[src/rtl/lsu_core.sv]
// Multi-cycle load/store unit: one EXU packet in, at most one bus access, one lsu_valid pulse out.
// Optional misaligned-access trap enabled by defining LSU_MISALIGN_TRAP_EN (adds lsu_misalign output).
module lsu_core #(
    parameter int WIDTH = 32
) (
    input  logic              clk,
    input  logic              rst,
    input  logic              exu_valid,
    input  logic [108:0]      exu_data,
    output logic              exu_ready,
    output logic              mem_req_valid,
    input  logic              mem_req_ready,
    output logic [WIDTH-1:0]  mem_req_addr,
    output logic              mem_req_wen,
    output logic [WIDTH-1:0]  mem_req_wdata,
    output logic [3:0]        mem_req_wmask,
    input  logic              mem_resp_valid,
    input  logic [WIDTH-1:0]  mem_resp_rdata,
    input  logic              mem_resp_err,
    output logic              lsu_valid,
    output logic [103:0]      lsu_data,
`ifdef LSU_MISALIGN_TRAP_EN
    output logic              lsu_misalign,
`endif
    output logic [1:0]        dbg_state
);
    // Handshake: a transfer happens on a rising edge where valid and ready are both high;
    // mem_req_* are held stable while mem_req_valid is high; responses are single-cycle.

    typedef enum logic [1:0] {IDLE = 2'd0, REQ = 2'd1, RESP = 2'd2, DONE = 2'd3} state_t;
    state_t state;

    logic [31:0] in_alu, in_sd;
    logic        in_ren, in_wen, in_rdw, in_mem, in_mis;
    logic [2:0]  in_f3;
    logic [3:0]  st_mask;
    logic [31:0] st_wdata;

    assign in_alu = exu_data[108:77];
    assign in_sd  = exu_data[76:45];
    assign in_ren = exu_data[44];
    assign in_wen = exu_data[43];
    assign in_f3  = exu_data[42:40];
    assign in_rdw = exu_data[39];
    assign in_mem = in_ren | in_wen;

`ifdef LSU_MISALIGN_TRAP_EN
    assign in_mis = in_mem & (((in_f3[1:0] == 2'b01) & in_alu[0]) |
                              ((in_f3[1:0] == 2'b10) & (in_alu[1:0] != 2'b00)));
`else
    assign in_mis = 1'b0;
`endif

    always_comb begin
        st_mask  = 4'hF;
        st_wdata = in_sd;
        case (in_f3[1:0])
            2'b00: begin
                st_mask  = 4'b0001 << in_alu[1:0];
                st_wdata = {4{in_sd[7:0]}};
            end
            2'b01: begin
                st_mask  = 4'b0011 << in_alu[1:0];
                st_wdata = {2{in_sd[15:0]}};
            end
            default: ;
        endcase
    end

    // Fields of the accepted packet kept for the response cycle.
    logic [31:0] h_alu;
    logic [38:0] h_tail;
    logic        h_rdw, h_load;
    logic [2:0]  h_f3;
    logic [1:0]  h_off;
    logic [31:0] shifted, ld_val;

    assign shifted = mem_resp_rdata >> {h_off, 3'b000};

    always_comb begin
        case (h_f3)
            3'b000:  ld_val = {{24{shifted[7]}}, shifted[7:0]};
            3'b001:  ld_val = {{16{shifted[15]}}, shifted[15:0]};
            3'b100:  ld_val = {24'd0, shifted[7:0]};
            3'b101:  ld_val = {16'd0, shifted[15:0]};
            default: ld_val = shifted;
        endcase
    end

    assign exu_ready = (state == IDLE);
    assign dbg_state = state;

    always_ff @(posedge clk or negedge rst) begin
        if (!rst) begin
            state         <= IDLE;
            mem_req_valid <= 1'b0;
            mem_req_addr  <= '0;
            mem_req_wen   <= 1'b0;
            mem_req_wdata <= '0;
            mem_req_wmask <= 4'h0;
            lsu_valid     <= 1'b0;
            lsu_data      <= '0;
            h_alu         <= '0;
            h_tail        <= '0;
            h_rdw         <= 1'b0;
            h_load        <= 1'b0;
            h_f3          <= 3'd0;
            h_off         <= 2'd0;
        end else begin
            lsu_valid <= 1'b0;
            case (state)
                IDLE: if (exu_valid) begin
                    h_alu  <= in_alu;
                    h_tail <= exu_data[38:0];
                    h_rdw  <= in_rdw;
                    h_load <= in_ren & ~in_wen;
                    h_f3   <= in_f3;
                    h_off  <= in_alu[1:0];
                    if (in_mis) begin
                        lsu_data  <= {in_alu, 32'd0, 1'b0, exu_data[38:0]};
                        lsu_valid <= 1'b1;
                        state     <= DONE;
                    end else if (in_mem) begin
                        mem_req_valid <= 1'b1;
                        mem_req_addr  <= {in_alu[31:2], 2'b00};
                        mem_req_wen   <= in_wen;
                        mem_req_wdata <= st_wdata;
                        mem_req_wmask <= in_wen ? st_mask : 4'h0;
                        state         <= REQ;
                    end else begin
                        lsu_data  <= {in_alu, 32'd0, in_rdw, exu_data[38:0]};
                        lsu_valid <= 1'b1;
                        state     <= DONE;
                    end
                end
                REQ: if (mem_req_ready) begin
                    mem_req_valid <= 1'b0;
                    state         <= RESP;
                end
                RESP: if (mem_resp_valid) begin
                    lsu_data  <= {h_alu, (h_load & ~mem_resp_err) ? ld_val : 32'd0,
                                  h_rdw & ~mem_resp_err, h_tail};
                    lsu_valid <= 1'b1;
                    state     <= DONE;
                end
                default: state <= IDLE;
            endcase
        end
    end

`ifdef LSU_MISALIGN_TRAP_EN
    // Flag follows lsu_data: updated only when a packet enters DONE.
    always_ff @(posedge clk or negedge rst) begin
        if (!rst)
            lsu_misalign <= 1'b0;
        else if (state == IDLE && exu_valid && (in_mis || !in_mem))
            lsu_misalign <= in_mis;
        else if (state == RESP && mem_resp_valid)
            lsu_misalign <= 1'b0;
    end
`endif
endmodule
[config.mk]
export PLATFORM = sky130hd
export DESIGN_NAME = lsu_core
export DESIGN_NICKNAME = d
export VERILOG_FILES = /design/src/rtl/lsu_core.sv
export SDC_FILE = /design/constraint.sdc
export NUM_CORES = 1
export LEC_CHECK = 0
export ABC_CLOCK_PERIOD_IN_PS = 5900
export CORE_UTILIZATION = 51
export CTS_CLUSTER_SIZE = 12
export DETAILED_ROUTE_END_ITERATION = 6
export PLACE_DENSITY = 0.87
export SETUP_SLACK_MARGIN = 0.02
export SYNTH_ARGS = -nofsm -noshare
export SYNTH_HDL_FRONTEND = slang
export SYNTH_SLANG_ARGS = --single-unit
[constraint.sdc]
create_clock -name clk -period 5.9 [get_ports clk]
set_input_delay 1.18 -clock clk [delete_from_list [all_inputs] [get_ports clk]]
set_output_delay 1.18 -clock clk [all_outputs]
set_load 0.01 [all_outputs]
==> results.py, run 1 <==
metrics = {
    "setup_path": {
        "cp-end-kind": "flip-flop",
        "worst_path_max_delay_cell": "a21o_4",
        "crit_chain": "inv_1, ha_4, mux2i_1, a21o_4, buf_4, o21ai_0",
        "r2r_start": "dbg_state[0]",
        "crit_family": "compound AO/OA/AOI/OAI gates",
        "path_class": "flip-flop to flip-flop",
        "startpoint": "dbg_state[0]",
        "worstPathRequired_ps": 6260,
        "slowest_delay_ps": 750,
        "cp_data_arrival_time_ps": 3800,
        "start_kind": "flip-flop",
        "worst-path-buf-inv": 2,
        "crit_path_max_fanout": 103,
    },
    "layout": {
        "final_core_util_pct": 72.1,
        "drive_gt1_share_pct": 15.0,
        "final_nets": 1365,
        "syn2layout_area_growth_pct": 38.3,
        "insertedDiodeCount": 0,
        "fillers": 1452,
    },
    "sta": {
        "slew_headroom_pct": 35.3,
        "whs_ps": 475,
        "min_period_ps": 3440,
        "setup_violations": 0,
        "grt_setup_unrepaired": "false",
        "hold_viol_final": 0,
        "fin_crit_sh_pct": 58.3,
        "finalMaxSlewViolations": 0,
        "setup_tns_ps": 0,
        "tightest_slew_ps": 971,
        "max_freq_mhz": 291,
        "fin_skew_ps": 9.40,
    },
    "cts": {
        "worstSkewPairLatency_ps": 520,
        "ctsResizeCount": 0,
        "cts_buffers": 26,
        "cts-root-buf": "clkbuf_16",
        "hold_buffers": 0,
        "h-tree-depth": 1,
        "cts.clk_slew.worst_paths_ps": 60,
        "clockBufferDepth": 3,
        "numClockSinks": 251,
        "cts_setup_buffers": 0,
        "cts_tree": "done",
    },
    "die": {
        "dieArea_um2": 22200,
        "rows": 53,
        "die_w_um": 149,
        "io_pins": 325,
        "die_y_um": 149,
        "start_util_pct": 52.1,
        "coreArea_um2": 21100,
    },
    "synth": {
        "seq_area_frac_synth_pct": 57.1,
        "synth_compound_area_share_pct": 9.55,
        "yosys-top-cells-area": "dfrtp_1 (57%), mux2_2 (13%), mux2i_1 (10%)",
        "synth.most_common_cell": "dfrtp_1",
        "ys_top_cells_by_count": "dfrtp_1 (251), nand2_1 (139), mux2_2 (126)",
        "synth_mux_area_share_pct": 23.4,
        "synth_xor_area_share_pct": 0,
        "synth_simple_gate_area_share_pct": 6.71,
        "synth_top_area_share_pct": 57.1,
        "yosys.area_share.adder_pct": 0.455,
        "yosysWarnings": 0,
        "synthFlopType": "dfrtp_1",
        "synthArstFlopShare_pct": 100,
        "synth_top_family_by_area": "multiplexers",
        "synth_area_leader_cell": "dfrtp_1",
        "synth_cell_types": 39,
        "ys_ff_latch": 251,
        "syn_area_um2": 11000,
        "synth_area_per_cell_um2": 12.0,
        "syn_inst": 920,
        "synth-edff-count": 0,
    },
    "drt": {
        "wl_per_cell_um": 19.1,
        "viasPerCell": 5.43,
        "drc": 0,
        "drt.antenna.violating_nets": 0,
        "first_iter_violations": 295,
        "firstDrtPassIters": 4,
        "routed_wl_um": 28700,
        "via_count": 8171,
    },
    "placement": {
        "dp_hpwl_um": 20100,
        "numPortBuffers": 322,
        "gp_congestion": 0.909,
    },
    "grt": {
        "grt_max_degree": 150,
        "globalRouteOverflowTotal": 0,
        "grt.total_usage_pct": 26.0,
        "antenna_found_initial": 0,
        "grt_pass1_vias": 8483,
        "grt_first_pass_wirelength_um": 45000,
    },
    "pwr": {
        "vdd_drop_max_mv": 0.546,
        "p_total_mw": 7.98,
        "p_per_area_nw_per_um2": 525,
        "p_leak_nw": 6.53,
    },
    "flow_run": {
        "drv_cap": 0,
    },
    "hold_path": {
        "min_from": "lsu_data[34]",
        "hold_class": "flip-flop to flip-flop",
    },
    "status": {
        "status": "completed",
    },
}
-- routing by layer --
metal  vias to the layer above  global-route usage (%)  wire length, um
li1                       3816                       -                -
met5                         -                       0                0
met4                         0                    10.6             1050
met3                        70                    7.40             2410
met2                       289                    43.6            13900
met1                      3996                    31.6            11400
-- logic make-up after synthesis --
kind of cell | after synthesis
multiplexers | 240
flip-flops | 251
AND/OR/NAND/NOR | 178
other | 1
adder cells (fa/ha/maj) | 4
AO/OA/AOI/OAI | 175
buffers and inverters | 71
-- worst reg2reg max path: stages (launching register included) --
cell,delay (ps)
dfrtp_1,420
inv_1,160
ha_4,540
mux2i_1,430
a21o_4,750
buf_4,750
o21ai_0,240
-- power breakdown --
group	leakage, nW	switching (mW)	internal [mW]
Sequential	3.10	0.435	2.50
Combinational	3.04	1.66	1.82
Clock	0.391	0.636	0.926
Total	6.53	2.74	5.25
-- state kept, by name, summed over array words and instances, names as in the netlist, 2 cells and up --
signal         cells
dbg_state          2
h_alu             32
h_f3               3
h_tail            39
lsu_data         104
mem_req_addr      30
mem_req_wdata     32
mem_req_wmask      4
-- final timing paths --
path / depth (start not counted) / slack [ps] / end
hold reg to reg: 2 / 480 / lsu_data[34]
setup / recovery: 6 / 2460 / lsu_data[7]
min in group asynchronous: 1 / 670 / h_alu[27]
setup reg to reg: 6 / 2460 / lsu_data[7]
hold / removal: 2 / 480 / lsu_data[34]
max in group asynchronous: 2 / 3980 / h_tail[14]
-- cells in the final DEF, fill, tap and decap left out, drive strengths merged, types with 2 or more instances in the layout --
| cell | instances |
|---|---|
| a21o | 2 |
| a21oi | 12 |
| a22o | 9 |
| buf | 8 |
| clkbuf | 41 |
| clkdlybuf4s50 | 321 |
| conb | 2 |
| dfrtp | 251 |
| ha | 4 |
| inv | 7 |
| mux2 | 126 |
| mux2i | 113 |
| nand2 | 139 |
| nand2b | 11 |
| nand3b | 4 |
| nor2 | 16 |
| o211ai | 16 |
| o21a | 2 |
| o21ai | 120 |
| o311ai | 8 |
| or2 | 2 |
-- cell type report --
type	instances	area, um2	share of cell area, %
Multi-Input combinational cell	599	4460	29.3
Timing Repair Buffer	329	3290	21.7
Tap cell	275	344	2.26
Inverter	7	26.3	0.173
Clock inverter	2	35.0	0.230
Clock buffer	41	768	5.05
Sequential cell	251	6280	41.3
-- stage by stage --
step / std cells / instance area, um2 / setup WS [ps]
floorplan: 921 / 11000 / 3230
global placement: 1461 / 14400 / 2140
detailed placement: 1461 / 14400 / 2030
CTS: 1504 / 15200 / 2480
global route: 1504 / 15200 / 2210
finish: 1504 / 15200 / 2460
No activity file was read; power rests on OpenSTA's default activity.
==> inputs of run 2 (changes only) <==
--- a/config.mk
+++ b/config.mk
@@ -5,11 +5,11 @@
 export SDC_FILE = /design/constraint.sdc
 export NUM_CORES = 1
 export LEC_CHECK = 0
-export ABC_CLOCK_PERIOD_IN_PS = 5900
-export CORE_UTILIZATION = 51
+export ABC_CLOCK_PERIOD_IN_PS = 3100
+export CORE_UTILIZATION = 43
 export CTS_CLUSTER_SIZE = 12
 export DETAILED_ROUTE_END_ITERATION = 6
-export PLACE_DENSITY = 0.87
+export PLACE_DENSITY = 0.79
 export SETUP_SLACK_MARGIN = 0.02
 export SYNTH_ARGS = -nofsm -noshare
 export SYNTH_HDL_FRONTEND = slang
==> constraint.sdc (replaced) <==
create_clock -name clk -period 3.1 [get_ports clk]
set_input_delay 0.62 -clock clk [delete_from_list [all_inputs] [get_ports clk]]
set_output_delay 0.62 -clock clk [all_outputs]
set_load 0.01 [all_outputs]
==> results.py, run 2 (same netlist as run 1, synthesis figures left out) <==
metrics = {
    "layout": {
        "largest_register": "lsu_data",
        "largest_reg_flops": 104,
        "fillers": 2030,
        "drive_gt1_share_pct": 16.5,
        "syn2layout_area_growth_pct": 41.4,
        "final_cell_mix": "clkdlybuf4s50_1 (321), dfrtp_1 (251), nand2_1 (138)",
        "final_nets": 1385,
        "insertedDiodeCount": 0,
        "largest_registers": "lsu_data (104), h_tail (39)",
        "mostFrequentLayoutCell": "clkdlybuf4s50_1",
    },
    "drt": {
        "first_iter_violations": 544,
        "drc": 0,
        "routed_wl_um": 29100,
        "firstDrtPassIters": 6,
        "drt.antenna.violating_nets": 0,
        "via_count": 8248,
        "wl_per_cell_um": 18.4,
        "viasPerCell": 5.22,
    },
    "pwr": {
        "p_per_area_nw_per_um2": 1000,
        "p_total_mw": 15.5,
        "p_leak_nw": 6.68,
        "vdd_drop_max_mv": 0.580,
    },
    "grt": {
        "globalRouteOverflowTotal": 0,
        "grt_max_degree": 99,
        "antenna_found_initial": 0,
        "grt_pass1_vias": 8559,
        "grt_first_pass_wirelength_um": 46300,
        "grt.total_usage_pct": 22.3,
    },
    "placement": {
        "gp_congestion": 0.849,
        "dp_hpwl_um": 20900,
        "numPortBuffers": 322,
    },
    "status": {
        "status": "completed",
    },
    "die": {
        "dieArea_um2": 26200,
        "die_w_um": 162,
        "coreArea_um2": 25100,
        "rows": 58,
        "io_pins": 325,
        "die_y_um": 162,
        "start_util_pct": 43.8,
    },
    "sta": {
        "fin_crit_sh_pct": 92.5,
        "tightest_slew_ps": 899,
        "setup_violations": 0,
        "slew_headroom_pct": 39.8,
        "max_freq_mhz": 349,
        "setup_tns_ps": 0,
        "finalMaxSlewViolations": 0,
        "hold_viol_final": 0,
        "grt_setup_unrepaired": "false",
        "min_period_ps": 2870,
        "fin_skew_ps": 13.6,
    },
    "cts": {
        "clockBufferDepth": 3,
        "cts-root-buf": "clkbuf_16",
        "worstSkewPairLatency_ps": 540,
        "hold_buffers": 0,
        "cts.clk_slew.worst_paths_ps": 60,
        "ctsResizeCount": 0,
        "cts_tree": "done",
        "cts_setup_buffers": 0,
        "cts_buffers": 28,
        "numClockSinks": 251,
        "h-tree-depth": 1,
    },
    "setup_path": {
        "cp-end-kind": "output port",
        "start_kind": "flip-flop",
        "cp_data_arrival_time_ps": 2250,
        "crit_path_max_fanout": 11,
        "worstPathRequired_ps": 2480,
        "path_class": "flip-flop to output port",
    },
    "flow_run": {
        "drv_cap": 0,
    },
    "hold_path": {
        "hold_class": "input port to async pin",
    },
}
==> run 2: cell count changes in the layout (fill, tap and decap cells not counted) <==
| cell | previous run | this run |
|---|---|---|
| buf_12 | 1 | 5 |
| clkinv_2 | 1 | 2 |
| clkbuf_16 | 27 | 29 |
| buf_4 | 6 | 20 |
| clkbuf_1 | 10 | 9 |
| bufinv_16 | 1 | 2 |
| clkinvlp_4 | 0 | 1 |
==> run 2: critical path: stages (launching register included) <==
cell and delay (ps):
dfrtp_1 410, inv_1 150, ha_1 510, clkdlybuf4s50_1 640
==> run 2: stage by stage <==
stage	cells	setup WS [ps]	cell area, um2	util (%)	hold WS, ps
2_1_floorplan	921	818	11000	-	324
3_3_place_gp	1534	265	14700	58.4	461
3_5_place_dp	1534	218	14700	58.4	469
4_1_cts	1581	194	15500	61.9	57.1
5_1_grt	1581	151	15500	61.9	82.5
6_report	1581	234	15500	61.9	26.3
==> run 2: final timing paths <==
kind                                          to  cells after the start  slack [ps]         start
worst max-delay path                   exu_ready                      3         230  dbg_state[0]
worst min-delay path            mem_req_addr[17]                      1          30           rst
worst max register to register     lsu_data[102]                      6         470  dbg_state[0]
worst min register to register      lsu_data[22]                      2         470  lsu_data[22]
max in group asynchronous              h_tail[6]                      2        2250           rst
min in group clk                    lsu_data[22]                      2         470  lsu_data[22]
==> run 2: power by group <==
| part | total (mW) | leakage (nW) | switching, mW | internal, mW |
|---|---|---|---|---|
| Combinational | 6.76 | 3.15 | 3.19 | 3.57 |
| Sequential | 5.55 | 3.10 | 0.791 | 4.76 |
| Clock | 3.24 | 0.433 | 1.28 | 1.96 |
| Total | 15.5 | 6.68 | 5.26 | 10.3 |
==> run 2: final cells by class <==
class,instances,area (um2),share of cell area (%)
Inverter,7,26.3,0.169
Tap cell,330,413,2.66
Clock buffer,42,815,5.24
Timing Repair Buffer,347,3480,22.4
Multi-Input combinational cell,599,4460,28.7
Sequential cell,251,6280,40.4
Clock inverter,5,77.6,0.499
==> run 2: layer usage <==
metal / part of all wire, % / GRT usage (%) / vias up
met1: 41 / 28.2 / 4012
met4: 3.7 / 8.06 / 0
met2: 48 / 37.0 / 306
li1: - / - / 3858
met5: 0 / 0 / -
met3: 7.5 / 5.59 / 72
==> variant: new RTL, settings of run 1 <==
Put one more register stage on the output `dbg_state`, without a reset. The value now appears one clock later. The other outputs are not delayed to match.
--- a/src/rtl/lsu_core.sv
+++ b/src/rtl/lsu_core.sv
@@ -88,7 +88,9 @@
     end
 
     assign exu_ready = (state == IDLE);
-    assign dbg_state = state;
+    always_ff @(posedge clk) begin
+        dbg_state <= state;
+    end
 
     always_ff @(posedge clk or negedge rst) begin
         if (!rst) begin
Formal check against the unedited RTL: not equivalent (Yosys sat finds a counterexample within 4 cycles, from zero or initial values and one cycle with rst low).
==> variant against run 1 <==
Routed wire length up 0.73%. Sequential cell count rose by 2. Design area is 0.57% higher. Setup slack lost 0.040 ns. Clock skew barely moved. Maximum frequency shrank 1.1%. Largest cell class unchanged. Synthesized area is 0.42% higher. Total power is 0.88% higher. Sequential share of layout area is essentially flat. Die area is 0.42% higher. Critical path type unchanged.
==> variant: results (changes against run 1) <==
status - finished, final reports clean (unchanged)
first-pass GRT wire length - 45400 microns (was 45000 microns)
vias in the first global route - 8544 (was 8483)
worst-path fanout max - 93 (was 103)
Routed wire per std cell - 19.1 microns (about the same)
fin nets - 1370 (was 1365)
Synth Area in Compound Gates - 9.51% (was 9.55%)
XOR/XNOR Fraction of Synth Area - 0% (unchanged)
Syn Area/Cell - 12.0 sq um (about the same)
VDD IR-drop max - 0.355 mV (was 0.546 mV)
mux contribution to synthesized area - 23.3% (was 23.4%)
drt pass-1 iters - 7 (was 4)
fin worst setup slack - 2.42 ns (was 2.46 ns)
worst r2r src - state[0] (was dbg_state[0])
number of fill cells - 1457 (was 1452)
Worst R2R End - lsu_data[26] (was lsu_data[7])
WL final - 28900 microns (was 28700 microns)
met1 usage - 32.6% (was 31.6%)
dpl cells - 1465 (was 1461)
pin count of the biggest net entering global routing - 117 (was 150)
hold_sp - state[0] (was lsu_data[34])
Placed Area - 0.0144 sq mm (about the same)
met2 Use GR - 44.2% (was 43.6%)
Starting DRT DRC Count - 256 (was 295)
gpl congestion - 0.835 (was 0.909)
Post-DP HPWL - 20000 microns (was 20100 microns)
All-Layer GR Usage - 26.2% (was 26.0%)
Slew @ Worst Pin - 1.08 ns (was 0.971 ns)
post-synthesis adder-cell area fraction - 0.453% (was 0.455%)
worst path arrival time - 3.84 ns (was 3.80 ns)
Netlist cell types - 40 (was 39)
initial antenna violation count - 1 (was 0)
vias per cell - 5.48 (was 5.43)
asr flop ratio synth - 99.2% (was 100%)
layout cells sized above 1 - 15.6% (was 15.0%)
[variant: area by class of cell]
| class | instances | share of cell area (%) |
|---|---|---|
| clock buffers | 43 | 5.34 |
| clock inverters | 5 | 0.205 |
| inverters | 7 | 0.172 |
| multi-input cells | 599 | 29.1 |
| flip-flops and latches | 253 | 41.3 |
| well taps | 275 | 2.25 |
| repair buffers | 331 | 21.6 |
[variant: per-stage QoR]
step | hold WS, ns | util [%]
2_1_floorplan | 0.395 | -
3_3_place_gp | 0.419 | 68.3
3_5_place_dp | 0.440 | 68.3
4_1_cts | 0.466 | 72.3
5_1_grt | 0.480 | 72.3
6_report | 0.472 | 72.3
[variant: logic make-up (layout without fill, tap and decap cells)]
group / after synthesis / in the layout
mux: 240 / 240
buf+inv: 71 / 386
flops: 253 / 253
simple gates: 178 / 178
other cells: 1 / 2
fa+ha+maj: 4 / 4
compound gates: 175 / 175
[variant: how the worst min path moves through the flow]
stage                         to  slack [ns]  cells past startpoint
global route        dbg_state[1]        0.48                      0
CTS                 dbg_state[1]        0.47                      0
detailed placement  dbg_state[0]        0.44                      0
floorplan           dbg_state[1]        0.39                      0
finish              dbg_state[0]        0.47                      0
global placement    dbg_state[0]        0.42                      0
[variant: layer usage]
layer  vias up  wire, microns
met1      4101          11400
met4         2            820
li1       3824              -
met5         -             12
met2       297          14200
met3        60           2430
[variant: where the power goes]
part           switching [mW]  internal (mW)  leakage [nW]
Clock                   0.664          0.941         0.416
Combinational            1.66           1.82          3.05
Sequential              0.446           2.52          3.12
Total                    2.77           5.28          6.58
[variant: worst max-delay path: stages (launching register included)]
cell and delay (ns):
dfrtp_1 0.43, inv_1 0.16, ha_4 0.58, mux2i_1 0.42
a21o_4 0.69, buf_4 0.73, o21ai_0 0.25
